--- config.mk ---
export PLATFORM = sky130hd
export DESIGN_NAME = psum_ofifo_flat
export DESIGN_NICKNAME = d
export VERILOG_FILES = /design/src/rtl/psum_ofifo_if.sv /design/src/rtl/psum_ofifo.sv /design/src/flat_wrapper.sv
export SDC_FILE = /design/constraint.sdc
export NUM_CORES = 2
export LEC_CHECK = 0
export BUFFER_PORTS_ARGS = -buffer_cell sky130_fd_sc_hd__clkbuf_2
export CAP_MARGIN = 20
export CORE_ASPECT_RATIO = 1.4
export CORE_UTILIZATION = 45
export CTS_CLUSTER_SIZE = 24
export DETAILED_ROUTE_END_ITERATION = 7
export GPL_ROUTABILITY_DRIVEN = 0
export SYNTH_ARGS = -nofsm -noshare
export SYNTH_HDL_FRONTEND = slang
export SYNTH_SLANG_ARGS = --single-unit
--- constraint.sdc ---
create_clock -name clk -period 10.2 [get_ports clk]
set_input_delay 1.53 -clock clk [delete_from_list [all_inputs] [get_ports clk]]
set_output_delay 1.53 -clock clk [all_outputs]
set_load 0.02 [all_outputs]
--- src/rtl/psum_ofifo_if.sv ---
// psum_ofifo_if: bundle between the MAC column row and the psum output FIFO.
//   master : producer/consumer side (drives in/wr/rd, observes row + flags)
//   slave  : the FIFO (consumes in/wr/rd, drives out + flags)
// Signals:
//   in          col*bw_psum  packed per-lane partial sums, lane i at [i*bw_psum +: bw_psum]
//   wr          col          per-lane write strobe
//   rd          1            pop one aligned row
//   out         col*bw_psum  head entry of every lane (zero when no full row)
//   o_valid     1            every lane non-empty
//   o_full      1            at least one lane full
//   o_empty     1            every lane empty
//   o_overflow  1            sticky: a write was dropped
//   o_underflow 1            sticky: rd seen without a complete row
interface psum_ofifo_if #(
  parameter int col     = 8,
  parameter int bw_psum = 22
);
  logic [col*bw_psum-1:0] in;
  logic [col-1:0]         wr;
  logic                   rd;
  logic [col*bw_psum-1:0] out;
  logic                   o_valid;
  logic                   o_full;
  logic                   o_empty;
  logic                   o_overflow;
  logic                   o_underflow;

  modport master (
    output in, wr, rd,
    input  out, o_valid, o_full, o_empty, o_overflow, o_underflow
  );

  modport slave (
    input  in, wr, rd,
    output out, o_valid, o_full, o_empty, o_overflow, o_underflow
  );
endinterface

--- src/rtl/psum_ofifo.sv ---
// psum_ofifo: per-column partial-sum FIFOs that absorb the column-to-column
// write skew and present one column-aligned row to the downstream writer.
// Ports:
//   clk    rising-edge clock
//   reset  asynchronous active-low reset (clears pointers and sticky flags)
//   bus    psum_ofifo_if.slave (in/wr/rd in, out + status flags out)
// A row is only poppable when every lane holds an entry; all lanes pop
// together, so a single shared read pointer serves every lane.
module psum_ofifo #(
  parameter int col     = 8,
  parameter int bw_psum = 22,
  parameter int depth   = 16
) (
  input  logic        clk,
  input  logic        reset,
  psum_ofifo_if.slave bus
);

  localparam int AW = $clog2(depth);
  localparam int PW = AW + 1;

  logic [PW-1:0] wptr_q [col];
  logic [PW-1:0] wptr_d [col];
  logic [PW-1:0] rptr_q;
  logic [PW-1:0] rptr_d;
  logic          ovf_q, ovf_d;
  logic          unf_q, unf_d;

  logic signed [bw_psum-1:0] mem_q [col][depth];

  logic [col-1:0] lane_full;
  logic [col-1:0] lane_empty;
  logic [col-1:0] wr_ok;
  logic           valid;
  logic           pop;

  // Lane status is purely a function of the pointers.
  always_comb begin
    for (int i = 0; i < col; i++) begin
      lane_empty[i] = (wptr_q[i] == rptr_q);
      lane_full[i]  = (wptr_q[i][AW] != rptr_q[AW]) &&
                      (wptr_q[i][AW-1:0] == rptr_q[AW-1:0]);
    end
    valid = ~|lane_empty;
    pop   = bus.rd & valid;
    // A full lane still accepts a write when the same edge pops its head.
    wr_ok = bus.wr & (~lane_full | {col{pop}});
  end

  always_comb begin
    for (int i = 0; i < col; i++) begin
      wptr_d[i] = wptr_q[i] + PW'(wr_ok[i]);
    end
    rptr_d = rptr_q + PW'(pop);
    ovf_d  = ovf_q | (|(bus.wr & ~wr_ok));
    unf_d  = unf_q | (bus.rd & ~valid);
  end

  always_ff @(posedge clk or negedge reset) begin
    if (!reset) begin
      for (int i = 0; i < col; i++) begin
        wptr_q[i] <= '0;
      end
      rptr_q <= '0;
      ovf_q  <= 1'b0;
      unf_q  <= 1'b0;
    end else begin
      for (int i = 0; i < col; i++) begin
        wptr_q[i] <= wptr_d[i];
      end
      rptr_q <= rptr_d;
      ovf_q  <= ovf_d;
      unf_q  <= unf_d;
    end
  end

  // Storage is deliberately left out of reset; pointers alone define contents.
  always_ff @(posedge clk) begin
    for (int i = 0; i < col; i++) begin
      if (wr_ok[i]) begin
        mem_q[i][wptr_q[i][AW-1:0]] <= bus.in[i*bw_psum +: bw_psum];
      end
    end
  end

  // First-word-fall-through row, forced to zero until every lane has data.
  always_comb begin
    bus.out = '0;
    for (int i = 0; i < col; i++) begin
      if (valid) begin
        bus.out[i*bw_psum +: bw_psum] = mem_q[i][rptr_q[AW-1:0]];
      end
    end
    bus.o_valid     = valid;
    bus.o_full      = |lane_full;
    bus.o_empty     = &lane_empty;
    bus.o_overflow  = ovf_q;
    bus.o_underflow = unf_q;
  end

endmodule

--- src/flat_wrapper.sv ---
// flat-port wrapper written by rule: the top's interface ports become plain ports
module psum_ofifo_flat 
#(
  parameter int col     = 8,
  parameter int bw_psum = 22,
  parameter int depth   = 16
)
  (clk, reset, bus_in, bus_wr, bus_rd, bus_out, bus_o_valid, bus_o_full, bus_o_empty, bus_o_overflow, bus_o_underflow);
  psum_ofifo_if #(.col(col), .bw_psum(bw_psum)) bus_i ();
  input  logic clk;
  input  logic reset;
  input wire logic [$bits(bus_i.in)-1:0] bus_in;
  input wire logic [$bits(bus_i.wr)-1:0] bus_wr;
  input wire logic [$bits(bus_i.rd)-1:0] bus_rd;
  output wire logic [$bits(bus_i.out)-1:0] bus_out;
  output wire logic [$bits(bus_i.o_valid)-1:0] bus_o_valid;
  output wire logic [$bits(bus_i.o_full)-1:0] bus_o_full;
  output wire logic [$bits(bus_i.o_empty)-1:0] bus_o_empty;
  output wire logic [$bits(bus_i.o_overflow)-1:0] bus_o_overflow;
  output wire logic [$bits(bus_i.o_underflow)-1:0] bus_o_underflow;
  assign bus_i.in = bus_in;
  assign bus_i.wr = bus_wr;
  assign bus_i.rd = bus_rd;
  assign bus_out = bus_i.out;
  assign bus_o_valid = bus_i.o_valid;
  assign bus_o_full = bus_i.o_full;
  assign bus_o_empty = bus_i.o_empty;
  assign bus_o_overflow = bus_i.o_overflow;
  assign bus_o_underflow = bus_i.o_underflow;
  psum_ofifo #(.col(col), .bw_psum(bw_psum), .depth(depth)) u_core (.clk(clk), .reset(reset), .bus(bus_i));
endmodule
==> impl_results.md <==
* Row count at about 210
* Initial Util at 0.454
* Final wirelength at between 200000 and 300000 um
* Via-to-Cell Ratio at just under 6
* Hold WS at 488 ps
* Sequential Power Share at 0.384
* Largest net degree at the start of global routing at 149
* Final setup viols at 0
* Switching share of power at 0.339
* Average size of a mapped cell at 24.3 um^2
* Number of remaining DRC errors at 0
* Root Buffer: clkbuf_16
* HPWL after DPL at 139000 um
* Yosys top cell area share at 0.766
* Fin. max-slew vios at 0
* Fin Setup TNS at 0 ps
* I/O pin cnt at 368
* Avg WL per Cell at 30.5 um
* Flops & latches, synth at 2863
* CP Data Arrival Time at 5760 ps
* Initial DRC count at 4095
* Sink Count at 2863
* Total CTS buffers at roughly 280
* Post-cts sizing count at 0
* Count leader, synth: edfxtp_1
* DIE AREA at 247000 um^2
* Synth unique cells at 44
* I/O Buffers at about 370
* Total grt overflow at 0
* Post-synth top cells: edfxtp_1, mux4_2, and2_1
* Clock Path Buffers at 4
* Cells after synthesis at 4543
* # Post-CTS Setup Buffers at 0
* Critical Path RT at 8670 ps
* Tightest Pin Transition at 1190 ps
* Post-synth EDFFs at around 2800
* Initial antenna violation count at 58
* Vias in the first global route at 52400
* Slew HR at 0.204
* Largest family of logic cells by synthesized area: multiplexers
* Multiplexer share of the synthesized area at 0.180
* Crit-path max FO at 67
* PwrDens at slightly above 300 nW/um^2
* Post-route ant nets at 0
* Adder-Cell Fraction of Synth Area at 0.00204
* Net count after synthesis at roughly 4700
* Syn Std Cell Area at 110000 um^2
* CTS tree: built
* Hold buffer count at cts at 0
* RSZ-0062 raised after global routing: no
* Xor and xnor fraction of the mapped netlist area at 0.00532
* Dominant synthesized flop cell: edfxtp_1
* Final hold vios at 0
* Synth Area in Compound Gates at 0.00153
* Worst skew pair latency at 830 ps
* P_sw at ~13 mW
* Clk network pwr share at 0.255
* CP Class: register to output pin
* First-pass GRT wire length at ~380000 um
* Clk pin slew, worst setup/hold paths at 60 ps
* Leak pwr at 39.5 nW
* GRT Overall Usage at 0.212
* Pint at between 20 and 30 mW
* Vias post-DR at 49700
* Die height at 588 um
* Synth async-reset ratio at 0.0164
* H-tree depth at 5
* Post-synthesis sequential area ratio at 0.777
* Largest area contributor in the netlist: edfxtp_1
* HP Class: register to register
* # nets final at about 5300
* Top cells by area, synth: edfxtp_1, mux4_2, dfrtp_1, and2_1, buf_2
* First-pass iteration count of the detailed router at 5
* Share of layout cells above drive strength 1 at 0.362
* Simple-Gate Fraction of Synth Area at 0.0239
* DIE WIDTH at 420 um
* Logic pwr share at 0.361
* Max Cap Viol at 0
* Status: finished, final reports clean
* Core Footprint at 243000 um^2
* Post-route clock period utilization at 0.715
* Worst-case vdd ir drop at 0.000646 V
* Fmax at about 140 MHz
* Yosys warnings at 0
* P&R area growth vs syn at 14.0%
* Max Clock Skew at 34.0 ps
* Critical path capture point type: output pin
* Final Critical Period at between 7000 and 8000 ps
* Startpoint types: register
[sequential cells by signal, summed over array words and instances (netlist names)]
name,cells
u_core.bus.o_underflow,1
u_core.rptr_q,5
u_core.wptr_q,40
u_core.bus.o_overflow,1
u_core.mem_q,2816
[logic make-up (layout without fill, tap and decap cells)]
logic type	after synthesis	in the layout
simple gates	439	439
flops	2863	2863
compound gates	18	18
xor+xnor	67	67
mux	880	880
other cells	0	20
buf+inv	258	1015
fa+ha+maj	18	18
[power groups by stage]
stage | combinational [mW] | clock (mW) | sequential (mW)
final | 14.0 | 9.85 | 14.8
after global routing | 14.9 | 10.5 | 14.9
after CTS | 14.4 | 10.1 | 14.8
after detailed placement | 14.3 | 0 | 15.1
after global placement | 14.3 | 0 | 15.0
after floorplan | 9.59 | 0 | 14.7
[through the flow]
stage	cells	setup WS [ps]	instance area (um^2)	power, mW	util
floorplan	4543	5360	110000	24.3	-
global placement	8052	3690	117000	29.3	0.482
detailed placement	8054	3680	117000	29.4	0.482
CTS	8539	2740	126000	39.3	0.517
global route	8550	2630	126000	40.3	0.517
finish	8560	2910	126000	38.6	0.517
[metal layers]
layer / GRT usage / wire, um / vias to the layer above
met2: 0.363 / 136000 / 1511
met5: 0 / 326 / -
met1: 0.279 / 103000 / 27100
met4: 0.0526 / 5990 / 50
met3: 0.0414 / 16700 / 401
li1: - / - / 20600
[worst max-delay path, stage by stage, from the launching register on]
cell	delay, ps
dfrtp_4	1090
buf_4	690
buf_4	770
buf_4	890
mux4_2	410
mux4_2	570
and2_1	200
clkbuf_2	150
[worst paths after layout]
kind / from / slack [ps] / depth (start not counted) / to
worst max-delay path: u_core.rptr_q[1] / 2910 / 7 / bus_out[148]
worst min-delay path: u_core.wptr_q[39] / 490 / 1 / u_core.wptr_q[39]
worst max register to register: u_core.rptr_q[1] / 4430 / 10 / u_core.mem_q[1][109]
worst min register to register: u_core.wptr_q[39] / 490 / 1 / u_core.wptr_q[39]
max in group asynchronous: reset / 8940 / 1 / u_core.rptr_q[2]
min in group asynchronous: reset / 730 / 1 / u_core.wptr_q[17]
[cells in the final DEF (no fill, tap or decap), types with 5 or more instances in the layout]
master | synthesis | final
clkbuf_16 | 0 | 289
ha_1 | 18 | 18
nor2_4 | 0 | 7
nor3_2 | 0 | 67
nand3_1 | 27 | 27
clkbuf_1 | 126 | 56
nor4bb_4 | 0 | 8
buf_12 | 0 | 6
nor4_2 | 1 | 17
clkbuf_2 | 1 | 366
and2_1 | 177 | 177
a21oi_2 | 5 | 5
clkinv_8 | 0 | 6
nor2_2 | 0 | 6
edfxtp_1 | 2816 | 2816
nor2_1 | 22 | 9
nand2b_1 | 23 | 23
xnor2_1 | 47 | 47
clkinv_1 | 0 | 60
nor4b_2 | 1 | 14
nand2_1 | 27 | 27
nor2b_1 | 8 | 8
o22ai_1 | 6 | 6
bufinv_16 | 0 | 14
buf_4 | 8 | 153
diode_2 | 0 | 20
inv_6 | 0 | 7
clkinv_4 | 0 | 5
clkinvlp_4 | 0 | 6
dfrtp_1 | 47 | 43
mux4_2 | 880 | 880
clkinv_2 | 1 | 39
nand4_1 | 11 | 11
nand3b_1 | 12 | 12
xor2_1 | 20 | 20
[area by class of cell]
cell class,instances,area [um^2]
fill,18900,117000
sequential,2863,85800
multi-input combinational,1422,24200
clock buffer,345,7440
tap,3240,4050
timing repair buffer,527,3130
clock inverter,140,1130
antenna,20,50.0
inverter,3,18.8
Note: power is estimated with default switching activity, not from simulation.
